`config.mk`:
```
export PLATFORM = sky130hd
export DESIGN_NAME = swd_phase_ctrl
export DESIGN_NICKNAME = d
export VERILOG_FILES = /design/src/rtl/swd_pkg.sv /design/src/rtl/swd_bit_cnt.sv /design/src/rtl/swd_phase_ctrl.sv
export SDC_FILE = /design/constraint.sdc
export NUM_CORES = 1
export LEC_CHECK = 0
export CORE_ASPECT_RATIO = 0.7
export CORE_UTILIZATION = 50
export CTS_BUF_LIST = sky130_fd_sc_hd__clkbuf_2
export CTS_CLUSTER_SIZE = 12
export DETAILED_ROUTE_END_ITERATION = 8
export GPL_ROUTABILITY_DRIVEN = 0
export PLACE_DENSITY = 0.91
export SETUP_SLACK_MARGIN = 0.5
export SYNTH_ARGS = -nofsm -noshare
export SYNTH_HDL_FRONTEND = slang
export SYNTH_SLANG_ARGS = --single-unit
```
`constraint.sdc`:
```
create_clock -name clk_i -period 4.5 [get_ports clk_i]
set_input_delay 0.9 -clock clk_i [delete_from_list [all_inputs] [get_ports clk_i]]
set_output_delay 0.9 -clock clk_i [all_outputs]
set_load 0.005 [all_outputs]
```
`src/rtl/swd_pkg.sv`:
```
// rtl/swd_pkg.sv - shared SWD phase encodings, phase lengths and acknowledge codes
package swd_pkg;

   // Phase encoding as seen on the phase output.
   typedef enum logic [2:0] {
      PH_IDLE = 3'd0,
      PH_REQ  = 3'd1,
      PH_TRN1 = 3'd2,
      PH_ACK  = 3'd3,
      PH_TRN2 = 3'd4,
      PH_DATA = 3'd5,
      PH_PAR  = 3'd6,
      PH_TRN3 = 3'd7
   } phase_e;

   // Fixed phase lengths in SWCLK bits; turnaround length is a top-level parameter.
   localparam int REQ_BITS  = 8;
   localparam int ACK_BITS  = 3;
   localparam int DATA_BITS = 32;
   localparam int PAR_BITS  = 1;

   // Acknowledge codes returned by the target.
   localparam logic [2:0] ACK_OK    = 3'b001;
   localparam logic [2:0] ACK_WAIT  = 3'b010;
   localparam logic [2:0] ACK_FAULT = 3'b100;

   // Host owns SWDIO during the request and, for writes, during data and parity.
   function automatic logic host_drives(input phase_e ph, input logic rnw);
      return (ph == PH_REQ) || (((ph == PH_DATA) || (ph == PH_PAR)) && !rnw);
   endfunction

endpackage

```
`src/rtl/swd_bit_cnt.sv`:
```
// rtl/swd_bit_cnt.sv - 4-bit synchronous counter slice with clear, enable and carry-out
module swd_bit_cnt (
   input  logic       clk_i,
   input  logic       clr_n_i,
   input  logic       sclr_i,
   input  logic       en_i,
   output logic [3:0] q_o,
   output logic       co_o
);

   logic [3:0] cnt_q;
   logic [3:0] cnt_d;

   // Synchronous clear wins over enable so a phase change always restarts at zero.
   always_comb begin
      cnt_d = cnt_q;
      if (sclr_i) begin
         cnt_d = 4'd0;
      end else if (en_i) begin
         cnt_d = cnt_q + 4'd1;
      end
   end

   // Count register with asynchronous clear.
   always_ff @(posedge clk_i or negedge clr_n_i) begin
      if (!clr_n_i) begin
         cnt_q <= 4'd0;
      end else begin
         cnt_q <= cnt_d;
      end
   end

   assign q_o  = cnt_q;
   // Carry enables the next slice on the increment that wraps this one.
   assign co_o = en_i && (cnt_q == 4'hF);

endmodule

```
`src/rtl/swd_phase_ctrl.sv`:
```
// rtl/swd_phase_ctrl.sv - SWD transaction phase sequencer driving direction and shift strobes
module swd_phase_ctrl #(
   parameter int         TRN_CYCLES = 1,
   parameter logic [2:0] ACK_OK     = swd_pkg::ACK_OK
) (
   input  logic       clk_i,
   input  logic       clr_n_i,
   input  logic       bit_tick_i,
   input  logic       start_i,
   input  logic       rnw_i,
   input  logic [2:0] ack_i,
   output logic       busy_o,
   output logic [2:0] phase_o,
   output logic [5:0] bit_idx_o,
   output logic       swdio_oe_o,
   output logic       shift_en_o,
   output logic       done_o,
   output logic [2:0] status_o
);

   import swd_pkg::*;

   phase_e     phase_q, phase_d;
   logic       rnw_q, rnw_d;
   logic       busy_q, busy_d;
   logic       oe_q, oe_d;
   logic       done_q, done_d;
   logic [2:0] status_q, status_d;

   logic [7:0] cnt;
   logic [7:0] last_idx;
   logic       last_bit;
   logic       cnt_sclr;
   logic       cnt_en;
   logic       cnt_lo_co;
   logic       cnt_hi_co_unused;

   // Two cascaded 4-bit slices form the 8-bit in-phase bit counter.
   swd_bit_cnt u_cnt_lo (
      .clk_i   (clk_i),
      .clr_n_i (clr_n_i),
      .sclr_i  (cnt_sclr),
      .en_i    (cnt_en),
      .q_o     (cnt[3:0]),
      .co_o    (cnt_lo_co)
   );

   swd_bit_cnt u_cnt_hi (
      .clk_i   (clk_i),
      .clr_n_i (clr_n_i),
      .sclr_i  (cnt_sclr),
      .en_i    (cnt_lo_co),
      .q_o     (cnt[7:4]),
      .co_o    (cnt_hi_co_unused)
   );

   // Index of the final bit of the current phase.
   always_comb begin
      last_idx = 8'd0;
      case (phase_q)
         PH_REQ:                    last_idx = 8'(REQ_BITS - 1);
         PH_TRN1, PH_TRN2, PH_TRN3: last_idx = 8'(TRN_CYCLES - 1);
         PH_ACK:                    last_idx = 8'(ACK_BITS - 1);
         PH_DATA:                   last_idx = 8'(DATA_BITS - 1);
         PH_PAR:                    last_idx = 8'(PAR_BITS - 1);
         default:                   last_idx = 8'd0;
      endcase
   end

   assign last_bit = (cnt == last_idx);

   // Next-state: accept in IDLE, otherwise advance one bit per tick and hop phase on the last bit.
   always_comb begin
      phase_d  = phase_q;
      rnw_d    = rnw_q;
      status_d = status_q;
      done_d   = 1'b0;
      cnt_sclr = 1'b0;
      cnt_en   = bit_tick_i && (phase_q != PH_IDLE);
      if (phase_q == PH_IDLE) begin
         // Counter held at zero, so a tick coinciding with start is not a REQ bit.
         cnt_sclr = 1'b1;
         if (start_i) begin
            phase_d = PH_REQ;
            rnw_d   = rnw_i;
         end
      end else if (bit_tick_i && last_bit) begin
         cnt_sclr = 1'b1;
         case (phase_q)
            PH_REQ:  phase_d = PH_TRN1;
            PH_TRN1: phase_d = PH_ACK;
            PH_ACK: begin
               status_d = ack_i;
               if (ack_i != ACK_OK) begin
                  phase_d = PH_TRN3;
               end else if (rnw_q) begin
                  phase_d = PH_DATA;
               end else begin
                  phase_d = PH_TRN2;
               end
            end
            PH_TRN2: phase_d = PH_DATA;
            PH_DATA: phase_d = PH_PAR;
            PH_PAR:  phase_d = rnw_q ? PH_TRN3 : PH_IDLE;
            default: phase_d = PH_IDLE;
         endcase
         done_d = (phase_d == PH_IDLE);
      end
      busy_d = (phase_d != PH_IDLE);
      oe_d   = host_drives(phase_d, rnw_d);
   end

   // State and registered outputs; reset aborts any transaction without a done pulse.
   always_ff @(posedge clk_i or negedge clr_n_i) begin
      if (!clr_n_i) begin
         phase_q  <= PH_IDLE;
         rnw_q    <= 1'b0;
         busy_q   <= 1'b0;
         oe_q     <= 1'b0;
         done_q   <= 1'b0;
         status_q <= 3'b000;
      end else begin
         phase_q  <= phase_d;
         rnw_q    <= rnw_d;
         busy_q   <= busy_d;
         oe_q     <= oe_d;
         done_q   <= done_d;
         status_q <= status_d;
      end
   end

   assign busy_o     = busy_q;
   assign phase_o    = phase_q;
   assign bit_idx_o  = cnt[5:0];
   assign swdio_oe_o = oe_q;
   assign done_o     = done_q;
   assign status_o   = status_q;
   assign shift_en_o = bit_tick_i && ((phase_q == PH_REQ) || (phase_q == PH_ACK) ||
                                      (phase_q == PH_DATA) || (phase_q == PH_PAR));

endmodule

```
## Word-level counts from Yosys, hierarchy flattened

Cells that the tools add are included.

| word-level totals | value |
|---|---|
| flip-flop bits (word level) | 18 |
| output and inout bits | 16 |
| word-level logic and storage cells | 61 |

| operators by class | value |
|---|---|
| $add $sub $neg | 2 |
| equal/unequal tests | 12 |
| mux-type cells | 20 |
| bitwise operators | 1 |
| reductions and logical operators | 18 |

Operators by type and width:

| kind | number |
|---|---|
| $mux 3 | 6 |
| $pmux 3 s6 | 1 |
| $mux 4 | 4 |
| $eq 3x3->1 const B | 5 |
| $pmux 5 s3 | 1 |
| $add 4x1->4 const B | 2 |
| $eq 8x8->1 | 1 |
| $mux 1 | 7 |
| $eq 3x1->1 const B | 2 |
| $eq 3x2->1 const B | 2 |
| $logic_not 3->1 | 2 |
| $reduce_bool 3->1 | 2 |
| $logic_and 1x1->1 | 5 |
| $logic_or 1x1->1 | 5 |
| $eq 4x4->1 const B | 1 |
| $reduce_bool 2->1 | 2 |
| $ne 3x1->1 const B | 1 |
| $reduce_and 3->1 | 1 |
| $mux 2 | 1 |
| $logic_not 1->1 | 1 |
| $not 1->1 | 1 |

## Depth between registers and ports, before layout

Gate-level depths: netlist of the first run.

| logic depth | value |
|---|---|
| depth in word-level cells | 12 |
| mapped depth | 8 |

## By module

Synthesis of the first run repeated with hierarchy kept, for this count alone.

| second synthesis, totals | value |
|---|---|
| cell total of the unflattened synthesis | 104 |
| area total of the unflattened synthesis | 1,152.4 µm² |

By module, submodules not included:

| module | times used | cells an instance | area each (µm²) | seq. area each (µm²) |
|---|---|---|---|---|
| swd_phase_ctrl | 1 | 68 | 696.9 | 250.2 |
| swd_bit_cnt | 2 | 18 | 227.7 | 100.1 |

## Worst setup path after synthesis of the first run

OpenSTA, ideal clock, no wires.

| timing path | value |
|---|---|
| path type | input to register |
| start | input port bit_tick_i |
| end | register oe_q, in the netlist swdio_oe_o |
| library setup time | 0.096 ns |
| arrival time | 2.120 ns |
| setup slack | 2.284 ns |
| stages on the path | 7 |
| cell sequence | nor4b_4 > inv_2 > a2111oi_4 > mux2_4 > inv_2 > nand2_1 > o32ai_2 |

| on the way | value |
|---|---|
| longest elaborated chain between the ends | 7 |

RTL lines:

| what | line | source |
|---|---|---|
| start: declaration | swd_phase_ctrl.sv:8 | `input logic bit_tick_i,` |
| $logic_and 1x1->1 * | swd_phase_ctrl.sv:87 | `end else if (bit_tick_i && last_bit) begin` |
| $mux 3 * | swd_phase_ctrl.sv:87 |  |
| $mux 3 * | swd_phase_ctrl.sv:80 | `if (phase_q == PH_IDLE) begin` |
| named net phase_d[0] | swd_phase_ctrl.sv:23 | `phase_e phase_q, phase_d;` |
| $eq 3x3->1 | swd_pkg.sv:29 | `return (ph == PH_REQ) \|\| (((ph == PH_DATA) \|\| (ph == PH_PAR)) && !rnw);` |
| $logic_or 1x1->1 | swd_pkg.sv:29 |  |
| $logic_and 1x1->1 | swd_pkg.sv:29 |  |
| $logic_or 1x1->1 * | swd_pkg.sv:29 |  |
| named net oe_d | swd_phase_ctrl.sv:26 | `logic oe_q, oe_d;` |
| end signal: assignment | swd_phase_ctrl.sv:119 | `oe_q <= 1'b0;` |
| end signal: assignment | swd_phase_ctrl.sv:126 | `oe_q <= oe_d;` |
| end: declaration | swd_phase_ctrl.sv:26 |  |

Mark *: on every way through the listed nets, which the timed path passes. The rest lies on a longest branch.
A chain may end at the register's enable or synchronous reset.

## Worst setup path after layout of the first run

| timing path | value |
|---|---|
| start | input port bit_tick_i |
| end | output port shift_en_o |

| on the way | value |
|---|---|
| longest elaborated chain between the ends | 1 |

RTL lines:

| what | line | source |
|---|---|---|
| $logic_and 1x1->1 | swd_phase_ctrl.sv:138 | `assign shift_en_o = bit_tick_i && ((phase_q == PH_REQ) \|\| (phase_q == PH_ACK) \|\|` |
| end: declaration | swd_phase_ctrl.sv:16 | `output logic shift_en_o,` |

No other way between the ends.

==> reports/summary.txt, run 1 <==
Post-Synthesis Cells -> 115
Post-CTS sizing -> 0
H-tree depth -> 1
Pin count of the biggest net entering global routing -> 19
Mux cell area share after synthesis -> 4.06%
Endpoint type of the worst setup path -> primary output
Largest family of logic cells by synthesized area -> simple AND/OR/NAND/NOR gates
Xor/xnor share of the synthesized area -> 6.32%
Placed cells -> 158
Nets -> 143
TritonCTS Buffers -> 3
VDD IR max -> 0.288 mV
GR Overflow Total -> 0
Die height -> 41.4 µm
Leak -> 0.583 nW
Syn_area_per_cell -> 9.64 µm²
Setup TNS -> 0 ns
CTS sink cnt -> 18
Largest fanout on the critical path -> 6
Yosys reg bits -> 18
Leading cell type in the layout, fill and taps excluded -> clkdlybuf4s50_1
Final number of max-transition violations -> 0
Max_cap viols -> 0
Final min period -> 3.06 ns
Outcome -> complete, no violations
Most frequent cells in the layout -> clkdlybuf4s50_1, dfrtp_1, nand2_1, nor2_1
DP HPWL -> 1600 µm
Share of layout cells above drive strength 1 -> 11.4%
Asr flop ratio synth -> 100%
Netlist cell types -> 43
Fin util -> 67.2%
Ys Warns -> 0
Compound-Gate Fraction of Synth Area -> 11.7%
Max Fclk -> 327 MHz
Number of global-route vias before repair -> 705
Synth Flop Type -> dfrtp_1
First-pass GRT wire length -> 3370 µm
Req. time, crit path -> 3.60 ns
Setup Skew -> 0.00260 ns
Simple-Gate Fraction of Synth Area -> 26.4%
Die Outline Area -> 2410 µm²
Via/cell ratio -> 5.07
I/O pins -> 24
Pwr dens -> 597 nW/µm²
Slew @ Worst Pin -> 0.801 ns
Drt pass-1 iters -> 4
Detail Route Antenna Nets -> 0
Flop2flop setup slack -> 2.31 ns
Root Buffer -> clkbuf_2
WP data arrival -> 2.16 ns
DRC -> 0
FP Rows -> 13
Setup CP Type -> input pin to primary output
Antenna Cells -> 0
Post-synth EDFFs -> 0
CTS Hold Bufs -> 0
Slew HR -> 46.4%
Final Hold Vio Count -> 0
Via count -> 821
Synth Area in Adders -> 2.26%
Core region area -> 1970 µm²
Post-synthesis instance area -> 1110 µm²
Area growth syn-to-layout -> 19.3%
Post-Layout Cell Count -> 162
Worst skew pair latency -> 0.30 ns
Register area share after synthesis -> 40.6%
Hold Path Class -> flip-flop to flip-flop
Reg clk slew, reported paths -> 0.16 ns
Drt first-iter violations -> 21
Net Count, Synth -> 125
Initial Utilization -> 56.3%
Setup violators final -> 0
Final critical-path share of the clock period -> 68.0%
Critical Path Start Type -> input pin
Die Wd -> 58.3 µm
TritonCTS clock tree -> built
Routed wire length -> 2120 µm
CTS Buffer Depth -> 2
Setup Buffers After CTS -> 0
Port bufs -> 23
Antenna violations before repair -> 0
Fillers -> 149
Avg WL per Cell -> 13.1 µm
Global-route usage over all layers -> 20.1%
RSZ-0062 raised after global routing -> no
-- sequential cells by signal, indices dropped and copies added (netlist names) --
signal        flops
busy_o            1
done_o            1
phase_o           3
rnw_q             1
status_o          3
swdio_oe_o        1
u_cnt_hi.q_o      4
u_cnt_lo.q_o      4
-- area by class of cell --
type / count / area (µm²) / area share (%)
repair buffers: 23 / 230 / 17.4
clock inverters: 1 / 3.75 / 0.284
multi-input cells: 81 / 563 / 42.6
inverters: 6 / 22.5 / 1.70
well taps: 30 / 37.5 / 2.84
flip-flops and latches: 18 / 450 / 34.1
clock buffers: 3 / 15.0 / 1.14
-- logic make-up (layout without fill, tap and decap cells) --
| group | Yosys count | in the layout |
|---|---|---|
| buf+inv | 16 | 33 |
| xor+xnor | 8 | 8 |
| compound gates | 14 | 14 |
| simple gates | 53 | 53 |
| mux | 4 | 4 |
| fa+ha+maj | 2 | 2 |
| flops | 18 | 18 |
-- synthesized netlist by cell type (2+ instances only) --
| library cell | number | area, µm² |
|---|---|---|
| nand2b_1 | 3 | 18.8 |
| xnor2_1 | 4 | 35.0 |
| mux2i_1 | 3 | 30.0 |
| inv_1 | 4 | 15.0 |
| xor2_1 | 4 | 35.0 |
| a31oi_1 | 2 | 12.5 |
| nor2b_1 | 2 | 12.5 |
| buf_4 | 7 | 52.6 |
| inv_2 | 2 | 7.51 |
| o21ai_1 | 2 | 10.0 |
| nand2_1 | 17 | 63.8 |
| dfrtp_1 | 18 | 450 |
| and4b_1 | 2 | 20.0 |
| nor2_1 | 12 | 45.0 |
| nand3_1 | 3 | 15.0 |
| ha_1 | 2 | 25.0 |
| nor3_1 | 2 | 10.0 |
-- report_power, final --
part           switching (mW)  internal, mW  leakage, nW
Combinational           0.187         0.226        0.341
Sequential             0.0943         0.212        0.228
Clock                  0.0497        0.0193       0.0140
-- worst paths after layout --
path	from	end	depth (start not counted)
setup / recovery	bit_tick_i	shift_en_o	3
hold / removal	status_o[2]	status_o[2]	2
setup reg to reg	phase_o[1]	swdio_oe_o	6
hold reg to reg	status_o[2]	status_o[2]	2
max in group asynchronous	clr_n_i	done_o	1
min in group asynchronous	clr_n_i	u_cnt_hi.q_o[3]	1
-- stage by stage --
stage	setup slack (ns)	hold WS (ns)	power (mW)	area, µm²
6_report	1.44	0.483	0.789	1320
4_1_cts	1.45	0.493	0.793	1320
2_1_floorplan	2.28	0.462	0.597	1110
5_1_grt	1.41	0.512	0.855	1320
3_5_place_dp	1.45	0.456	0.722	1300
3_3_place_gp	1.46	0.453	0.702	1300
-- routing by layer --
metal	share of wire, %	up-vias	routed length [µm]	track usage (%)
li1	-	421	-	-
met1	49	383	1040	26.5
met2	46	15	981	32.5
met3	4.0	2	85	6.48
met4	0.61	0	13	5.36
met5	0	-	0	0
-- critical path, cell delays in order --
cell and delay (ns):
clkdlybuf4s50_1 0.59, and2_2 0.18, clkdlybuf4s50_1 0.49
Note: power is estimated with default switching activity, not from simulation.
==> inputs of run 2 (changes only) <==
--- a/config.mk
+++ b/config.mk
@@ -6,12 +6,12 @@
 export NUM_CORES = 1
 export LEC_CHECK = 0
 export CORE_ASPECT_RATIO = 0.7
-export CORE_UTILIZATION = 50
+export CORE_UTILIZATION = 47
 export CTS_BUF_LIST = sky130_fd_sc_hd__clkbuf_2
 export CTS_CLUSTER_SIZE = 12
 export DETAILED_ROUTE_END_ITERATION = 8
 export GPL_ROUTABILITY_DRIVEN = 0
-export PLACE_DENSITY = 0.91
+export PLACE_DENSITY = 0.9
 export SETUP_SLACK_MARGIN = 0.5
 export SYNTH_ARGS = -nofsm -noshare
 export SYNTH_HDL_FRONTEND = slang
==> constraint.sdc (replaced) <==
create_clock -name clk_i -period 2.8 [get_ports clk_i]
set_input_delay 0.56 -clock clk_i [delete_from_list [all_inputs] [get_ports clk_i]]
set_output_delay 0.56 -clock clk_i [all_outputs]
set_load 0.005 [all_outputs]
==> run 2 against run 1 <==
  * Final area grew 0.85%
  * Non-clock buffer count grew 1
  * Die area grew 6.1%
  * Via count grew 5.8%
  * Sequential cell count is the same
  * Largest power group unchanged
==> reports/summary.txt, run 2 (synthesized netlist as in run 1, its figures left out) <==
DP HPWL -> 1790 µm
Antenna violations before repair -> 0
Req. time, crit path -> 3.03 ns
Setup Skew -> 0.0108 ns
Number of global-route vias before repair -> 836
Routed wire length -> 2310 µm
Setup Buffers After CTS -> 0
First-pass GRT wire length -> 4020 µm
VDD IR max -> 0.423 mV
FP Rows -> 14
Final min period -> 2.17 ns
Hold Path Class -> flip-flop to flip-flop
Slew HR -> 47.4%
Flop2flop setup slack -> 0.63 ns
Die Outline Area -> 2560 µm²
I/O pins -> 24
Final number of max-transition violations -> 0
Final critical-path share of the clock period -> 77.5%
Endpoint type of the worst setup path -> flip-flop
Setup violators final -> 0
Fillers -> 183
Detail Route Antenna Nets -> 0
Worst skew pair latency -> 0.31 ns
Largest fanout on the critical path -> 4
Pwr dens -> 960 nW/µm²
Via count -> 869
Die Wd -> 60.0 µm
Global-route usage over all layers -> 21.7%
CTS sink cnt -> 18
CTS Buffer Depth -> 2
Leading cell type in the layout, fill and taps excluded -> clkdlybuf4s50_1
TritonCTS clock tree -> built
WP data arrival -> 2.40 ns
H-tree depth -> 1
Setup CP Type -> input pin to flip-flop
Initial Utilization -> 50.6%
Outcome -> complete, no violations
Most frequent cells in the layout -> clkdlybuf4s50_1, nand2_1, dfrtp_1, nor2_1
Leak -> 0.589 nW
Drt first-iter violations -> 28
Nets -> 144
Pin count of the biggest net entering global routing -> 19
Min Hold Slack -> 0.489 ns
Core region area -> 2190 µm²
TritonCTS Buffers -> 3
CP Cell Sequence -> clkdlybuf4s50_1, nor4b_4, inv_2, a2111o_1, o22ai_1, nand2_1, o32ai_2
Crit-path slowest cell -> clkdlybuf4s50_1
Slew @ Worst Pin -> 0.786 ns
Area growth syn-to-layout -> 20.3%
Critical Path Start Type -> input pin
Reg clk slew, reported paths -> 0.17 ns
Max_cap viols -> 0
Root Buffer -> clkbuf_2
CP max stage delay -> 0.47 ns
CTS Hold Bufs -> 0
Drt pass-1 iters -> 4
Via/cell ratio -> 5.27
Avg WL per Cell -> 14.0 µm
Setup TNS -> 0 ns
DRC -> 0
Max Fclk -> 461 MHz
Port bufs -> 23
Antenna Cells -> 0
RSZ-0062 raised after global routing -> no
Share of layout cells above drive strength 1 -> 13.5%
Final Hold Vio Count -> 0
GR Overflow Total -> 0
Die height -> 42.6 µm
==> run 2: cell types whose count changed in the layout (fill, tap and decap cells not counted) <==
cell             before  now
dfrtp_1              18   16
dfrtp_2               0    2
buf_4                 0    1
clkdlybuf4s50_1      23   22
dlygate4sd2_1         0    1
==> run 2: where the power goes <==
group / internal (mW) / switching, mW / leakage, nW
combinational: 0.361 / 0.310 / 0.349
clock: 0.0310 / 0.0794 / 0.0140
sequential: 0.344 / 0.155 / 0.226
==> run 2: through the flow <==
step / cell area (µm²) / power [mW] / util [%] / setup WS, ns / cells
finish: 1330 / 1.28 / 60.9 / 0.629 / 165
global route: 1330 / 1.39 / 60.9 / 0.514 / 165
CTS: 1330 / 1.28 / 60.9 / 0.558 / 165
detailed placement: 1310 / 1.17 / 60.0 / 0.245 / 161
global placement: 1310 / 1.13 / 60.0 / 0.372 / 161
floorplan: 1110 / 0.959 / - / 0.897 / 115
==> run 2: routing by layer <==
layer	part of all wire (%)	track usage (%)
met1	47	30.6
met2	47	32.2
met3	5.7	6.17
met4	0.43	6.05
met5	0	0
==> run 2: what timing repair did <==
action,CTS,global route
pin swaps,0,1
setup endpoints to repair,1,3
gates resized for setup,2,1
==> run 2: worst max-delay path, delay by kind of cell <==
family	cells	cell delay, ns
AO/OA/AOI/OAI	3	0.89
buffers and inverters	2	0.56
AND/OR/NAND/NOR	2	0.37
==> run 2: worst paths after layout <==
check | startpoint | endpoint | depth (start not counted)
setup / recovery | bit_tick_i | swdio_oe_o | 7
hold / removal | status_o[1] | status_o[1] | 2
setup reg to reg | phase_o[1] | swdio_oe_o | 7
hold reg to reg | status_o[1] | status_o[1] | 2
max in group asynchronous | clr_n_i | phase_o[1] | 1
min in group asynchronous | clr_n_i | rnw_q | 1
==> run 2: area by class of cell <==
| cell class | instances | area [µm²] | share of cell area (%) |
|---|---|---|---|
| Sequential cell | 18 | 453 | 34.0 |
| Clock inverter | 1 | 3.75 | 0.281 |
| Clock buffer | 3 | 15.0 | 1.13 |
| Inverter | 6 | 22.5 | 1.69 |
| Multi-Input combinational cell | 81 | 563 | 42.2 |
| Timing Repair Buffer | 24 | 236 | 17.7 |
| Tap cell | 32 | 40.0 | 3.00 |
